$ cat config.mk
export PLATFORM = sky130hd
export DESIGN_NAME = traffic_demand_detector
export DESIGN_NICKNAME = d
export VERILOG_FILES = /design/src/rtl/traffic_demand_pkg.sv /design/src/rtl/demand_channel.sv /design/src/rtl/traffic_demand_detector.sv
export SDC_FILE = /design/constraint.sdc
export NUM_CORES = 1
export LEC_CHECK = 0
export ABC_AREA = 0
export BUFFER_PORTS_ARGS = -buffer_cell sky130_fd_sc_hd__buf_2
export CORE_AREA = 2 2 39 41
export CTS_BUF_LIST = sky130_fd_sc_hd__clkbuf_4 sky130_fd_sc_hd__clkbuf_8
export DETAILED_ROUTE_END_ITERATION = 16
export DIE_AREA = 0 0 41 43
export HOLD_SLACK_MARGIN = 0.1
export PLACE_DENSITY = 0.82
export SLEW_MARGIN = 5
export SYNTH_ARGS = -nofsm -noshare
export SYNTH_HDL_FRONTEND = slang
export SYNTH_SLANG_ARGS = --single-unit
$ cat constraint.sdc
create_clock -name clk -period 2 [get_ports clk]
set_clock_uncertainty 0.05 [all_clocks]
set_input_delay 0.4 -clock clk [delete_from_list [all_inputs] [get_ports clk]]
set_output_delay 0.4 -clock clk [all_outputs]
set_load 0.02 [all_outputs]
$ cat src/rtl/traffic_demand_pkg.sv
// Shared types and constants for the traffic demand detector front end.
package traffic_demand_pkg;

  typedef enum logic [1:0] {
    IDLE    = 2'd0,
    PENDING = 2'd1,
    SERVING = 2'd2
  } demand_state_e;

  localparam int SYNC_DEPTH = 2;
  localparam int DB_CNT_W   = 4;

  // True when a run counter has reached its threshold on this sample.
  function automatic logic run_done(input logic [DB_CNT_W-1:0] cnt,
                                    input logic [DB_CNT_W-1:0] last);
    return (cnt >= last);
  endfunction

endpackage

$ cat src/rtl/demand_channel.sv
// One direction of demand detection: 2-flop synchronizer, debounce, demand FSM
// and, when DEMAND_COUNT_EN is defined, a saturating arrival counter.
module demand_channel
  import traffic_demand_pkg::*;
#(
  parameter int DEBOUNCE_CYCLES = 4,
  parameter int RELEASE_CYCLES  = 2,
  parameter int COUNT_W         = 8
) (
  input  logic               clk,
  input  logic               rst,
  input  logic               sensor,
  input  logic               green,
  output logic               detect
`ifdef DEMAND_COUNT_EN
  ,
  output logic [COUNT_W-1:0] arrivals
`endif
);

  if (DEBOUNCE_CYCLES < 1 || DEBOUNCE_CYCLES > 15 ||
      RELEASE_CYCLES < 1 || RELEASE_CYCLES > 15 || COUNT_W < 1) begin : g_param_check
    $error("demand_channel: parameter out of legal range");
  end

  // Thresholds expressed as "count already at N-1" so the counter never overflows.
  localparam logic [DB_CNT_W-1:0] DEB_LAST = DB_CNT_W'(DEBOUNCE_CYCLES - 1);
  localparam logic [DB_CNT_W-1:0] REL_LAST = DB_CNT_W'(RELEASE_CYCLES - 1);

  logic [SYNC_DEPTH-1:0] sync_q, sync_d;
  logic                  sensed;
  logic [DB_CNT_W-1:0]   cnt_q, cnt_d;
  logic                  presence_q, presence_d;
  demand_state_e         state_q, state_d;
  logic                  detect_q, detect_d;

  assign sensed = sync_q[SYNC_DEPTH-1];
  assign detect = detect_q;

  // Stage 0: synchronizer shift
  always_comb begin
    sync_d = {sync_q[SYNC_DEPTH-2:0], sensor};
  end

  // Stage 1: debounce; the counter runs toward whichever level would flip presence
  always_comb begin
    cnt_d      = cnt_q;
    presence_d = presence_q;
    if (sensed != presence_q) begin
      if (run_done(cnt_q, presence_q ? REL_LAST : DEB_LAST)) begin
        presence_d = ~presence_q;
        cnt_d      = '0;
      end else begin
        cnt_d = cnt_q + 1'b1;
      end
    end else begin
      cnt_d = '0;
    end
  end

  // Stage 2: demand FSM, detect registered from the next state
  always_comb begin
    state_d = state_q;
    case (state_q)
      IDLE:    if (presence_q && !green) state_d = PENDING;
      PENDING: if (green) state_d = SERVING;
      SERVING: if (!green) state_d = presence_q ? PENDING : IDLE;
      default: state_d = IDLE;
    endcase
    detect_d = (state_d != IDLE);
  end

  always_ff @(posedge clk) begin
    if (rst) begin
      sync_q     <= '0;
      cnt_q      <= '0;
      presence_q <= 1'b0;
    end else begin
      sync_q     <= sync_d;
      cnt_q      <= cnt_d;
      presence_q <= presence_d;
    end
  end

  always_ff @(posedge clk) begin
    if (rst) begin
      state_q  <= IDLE;
      detect_q <= 1'b0;
    end else begin
      state_q  <= state_d;
      detect_q <= detect_d;
    end
  end

`ifdef DEMAND_COUNT_EN
  logic [COUNT_W-1:0] arrivals_q, arrivals_d;

  assign arrivals = arrivals_q;

  // Counts every presence rise, independent of the FSM, and sticks at all-ones.
  always_comb begin
    arrivals_d = arrivals_q;
    if (presence_d && !presence_q && (arrivals_q != '1)) begin
      arrivals_d = arrivals_q + 1'b1;
    end
  end

  always_ff @(posedge clk) begin
    if (rst) begin
      arrivals_q <= '0;
    end else begin
      arrivals_q <= arrivals_d;
    end
  end
`endif

endmodule

$ cat src/rtl/traffic_demand_detector.sv
// NS/EW vehicle demand front end for the traffic controller; two independent channels.
// Define DEMAND_COUNT_EN to add the ns_arrivals/ew_arrivals saturating counters.
module traffic_demand_detector
  import traffic_demand_pkg::*;
#(
  parameter int DEBOUNCE_CYCLES = 4,
  parameter int RELEASE_CYCLES  = 2,
  parameter int COUNT_W         = 8
) (
  input  logic               clk,
  input  logic               rst,
  input  logic               NS_SENSOR,
  input  logic               EW_SENSOR,
  input  logic               NS_GREEN,
  input  logic               EW_GREEN,
  output logic               NS_VEHICLE_DETECT,
  output logic               EW_VEHICLE_DETECT
`ifdef DEMAND_COUNT_EN
  ,
  output logic [COUNT_W-1:0] ns_arrivals,
  output logic [COUNT_W-1:0] ew_arrivals
`endif
);

  demand_channel #(
    .DEBOUNCE_CYCLES (DEBOUNCE_CYCLES),
    .RELEASE_CYCLES  (RELEASE_CYCLES),
    .COUNT_W         (COUNT_W)
  ) u_ns (
    .clk      (clk),
    .rst      (rst),
    .sensor   (NS_SENSOR),
    .green    (NS_GREEN),
    .detect   (NS_VEHICLE_DETECT)
`ifdef DEMAND_COUNT_EN
    ,
    .arrivals (ns_arrivals)
`endif
  );

  demand_channel #(
    .DEBOUNCE_CYCLES (DEBOUNCE_CYCLES),
    .RELEASE_CYCLES  (RELEASE_CYCLES),
    .COUNT_W         (COUNT_W)
  ) u_ew (
    .clk      (clk),
    .rst      (rst),
    .sensor   (EW_SENSOR),
    .green    (EW_GREEN),
    .detect   (EW_VEHICLE_DETECT)
`ifdef DEMAND_COUNT_EN
    ,
    .arrivals (ew_arrivals)
`endif
  );

endmodule
==> impl_metrics.csv <==
group,metric,value,unit
sta,finalSetupViolations,0,
yosys,yosysMostFrequentCell,"dfxtp_1",
worst_setup_path,critPathSlowestCell,"a2111o_1",
floorplan,fp.dieW,41,um
yosys,async_reset_ff_share,0,%
sta,fmax,0.621,GHz
yosys,yosys_warnings,0,
global_route,grt_pass1_wl,1780,um
cts,ctsResizeCount,0,
cells_and_area,diodes,0,
yosys,synth.distinct_cells,18,
run,drv_cap,0,
sta,finalCritPeriodShare,80.5,%
sta,min_period,1.61,ns
sta,slew_viol_final,0,
cts,root_buffer,"clkbuf_4",
place,post_dp_cell_area,793,um2
cts,cts_max_path_buffers,2,
cts,htree_levels,1,
cts,cts_tree,"done",
yosys,synth_top_area_share,54.2,%
worst_setup_path,path_buf_inv,0,
floorplan,die_y,43,um
worst_setup_path,endpoint_kind,"flip-flop",
route,drcViolationCount,0,
worst_setup_path,rr_endpoint,"u_ns.cnt_q[2]",
worst_setup_path,reg2regPathDepth,3,
worst_setup_path,r2r_start,"u_ns.presence_q",
floorplan,initial_core_util,53.3,%
cts,clock_latency,0.29,ns
place,dp_cells,87,
worst_setup_path,cp-start-kind,"flip-flop",
sta,hold_slack,0.258,ns
floorplan,core_area,1380,um2
cts,clock_sinks,20,
cells_and_area,area_delta_synth_final,14.6,%
worst_setup_path,crit_family,"compound AO/OA/AOI/OAI gates",
yosys,synth_area_per_cell,11.5,um2
yosys,yosysSeqAreaShare,54.2,%
cts,cts_inserted_buffers,3,
sta,rsz0062_at_grt,"no",
place,pre_cts_ws,0.372,ns
yosys,ys_ff_latch,20,
min_path,min_to,"u_ew.sync_q[0]",
worst_setup_path,critical_path_arrival,1.76,ns
sta,setup_tns,0,ns
global_route,grt_pass1_vias,445,
place,port_buffers,7,
min_path,hold_depth,2,
floorplan,io_pins,8,
cts,cts_hold_buf,0,
route,via_per_inst,5.22,
worst_setup_path,critPathMaxFanout,4,
status,outcome,"completed",
yosys,synth_ff_type,"dfxtp_1",
place,post-dp-hpwl,758,um
route,drtPass1Iterations,2,
worst_setup_path,cp_cell_sequence,"ha_1 > a2111o_1 > nor4_1",
power_and_ir_drop,powerDensity,909,nW/um2
worst_setup_path,r2r_slack,0.39,ns
yosys,syn_inst,64,
sta,hold_violations,0,
yosys,synth_edf_count,0,
floorplan,fp-row-count,14,
worst_setup_path,cpPeakStageDelay,0.47,ns
yosys,synth_commonest_cells,"dfxtp_1, nand2b_1, xnor2_1",
worst_setup_path,worstSetupStartpoint,"u_ns.presence_q",
place,finalWeightedCongestion,0.654,
min_path,hp-class,"input pin to flip-flop",
cells_and_area,final_cell_area,846,um2
route,vias,475,
min_path,min-delay-start,"EW_SENSOR",
global_route,grt_max_degree,19,
cts,cts_setup_buffers,0,
global_route,antenna_found_initial,0,
route,drtIter0Drc,3,
power_and_ir_drop,ir_worst_vdd,487,uV
global_route,grtUsageTotal,15.2,%
route,wl_per_cell,11.4,um
cells_and_area,drive_above_1_share,20.0,%
sta,fin_ws,0.391,ns
global_route,grt_overflow,0,
route,ant_nets,0,
route,drt-total-wl,1040,um
yosys,synth.cell_area,738,um2
worst_setup_path,cp.required,2.15,ns
cells_and_area,stdcell_count,91,
worst_setup_path,path_class,"flip-flop to flip-flop",
cts,clk_pin_slew_worst_paths,0.11,ns
yosys,yosys.area.top_type,"dfxtp_1",
yosys,synth.top_cells.by_area,"dfxtp_1, xnor2_1, ha_1, nand2b_1, nor2b_1",
power_and_ir_drop,leakagePower,0.339,nW
cells_and_area,fin_nets,86,
floorplan,die-area,1760,um2
-- area by class of cell --
| class | count | area (um2) |
|---|---|---|
| well taps | 16 | 20.0 |
| fillers | 109 | 538 |
| clock buffers | 3 | 22.5 |
| multi-input cells | 44 | 338 |
| flip-flops and latches | 20 | 400 |
| repair buffers | 7 | 35.0 |
| clock inverters | 1 | 30.0 |
-- worst register-to-register path: cells and delay by family, from the launching register on --
family | cells | cell delay, ns
AO/OA/AOI/OAI | 1 | 0.47
flip-flops | 1 | 0.43
AND/OR/NAND/NOR | 1 | 0.30
adder cells (fa/ha/maj) | 1 | 0.26
-- routing by layer --
metal	track usage (%)	routed length [um]	up-vias
met2	23.4	523	3
li1	-	-	244
met3	3.14	22	2
met4	10.0	9	0
met1	18.0	483	226
met5	0	0	-
-- registers in the layout (all words and copies together), names as in the netlist --
| signal | cells |
|---|---|
| u_ns.detect | 1 |
| u_ew.detect | 1 |
| u_ns.sync_q | 2 |
| u_ns.presence_q | 1 |
| u_ew.presence_q | 1 |
| u_ew.cnt_q | 4 |
| u_ew.sync_q | 2 |
| u_ns.cnt_q | 4 |
| u_ew.state_q | 2 |
| u_ns.state_q | 2 |
-- layout by cell type, fill, tap and decap left out, drive strengths merged --
cell and n:
nand2b 6, mux2i 2, nor3 2, nor2b 4, ha 4, buf 7
a2111o 2, or2 2, xnor2 6, and2 2, dfxtp 20, nor4b 2
nor2 4, o32ai 2, nor4 4, bufinv 1, conb 2, clkbuf 3
-- per-stage QoR --
step / util [%] / power [mW]
floorplan: - / 0.445
global placement: 57.3 / 0.455
detailed placement: 57.3 / 0.456
CTS: 61.1 / 0.777
global route: 61.1 / 0.795
finish: 61.1 / 0.769
-- power breakdown --
part,total [mW],internal (mW),switching [mW]
Combinational,0.0344,0.0165,0.0179
Sequential,0.412,0.407,0.00494
Clock,0.322,0.202,0.119
Total,0.769,0.626,0.142
-- logic make-up (layout without fill, tap and decap cells) --
group,Yosys count,after routing,share of synthesized area (%)
other,1,2,0.508
DFF,20,20,54.2
and+or+nand+nor,26,26,22.7
AOI/OAI and AO/OA,4,4,5.42
adders and majority gates,4,4,6.78
muxes,2,2,2.71
xor gates and xnor gates,6,6,7.12
buffers and inverters,1,11,0.508
-- how the worst max path moves through the flow --
| stage | to | slack (ns) | cells after the start |
|---|---|---|---|
| after floorplan | u_ns.cnt_q[2] | 0.57 | 3 |
| after CTS | u_ns.cnt_q[1] | 0.35 | 3 |
| after global placement | u_ns.cnt_q[2] | 0.50 | 3 |
| final | u_ns.cnt_q[2] | 0.39 | 3 |
| after global routing | u_ns.cnt_q[1] | 0.23 | 3 |
| after detailed placement | u_ns.cnt_q[1] | 0.37 | 3 |
(Power assumes the default switching activity.)
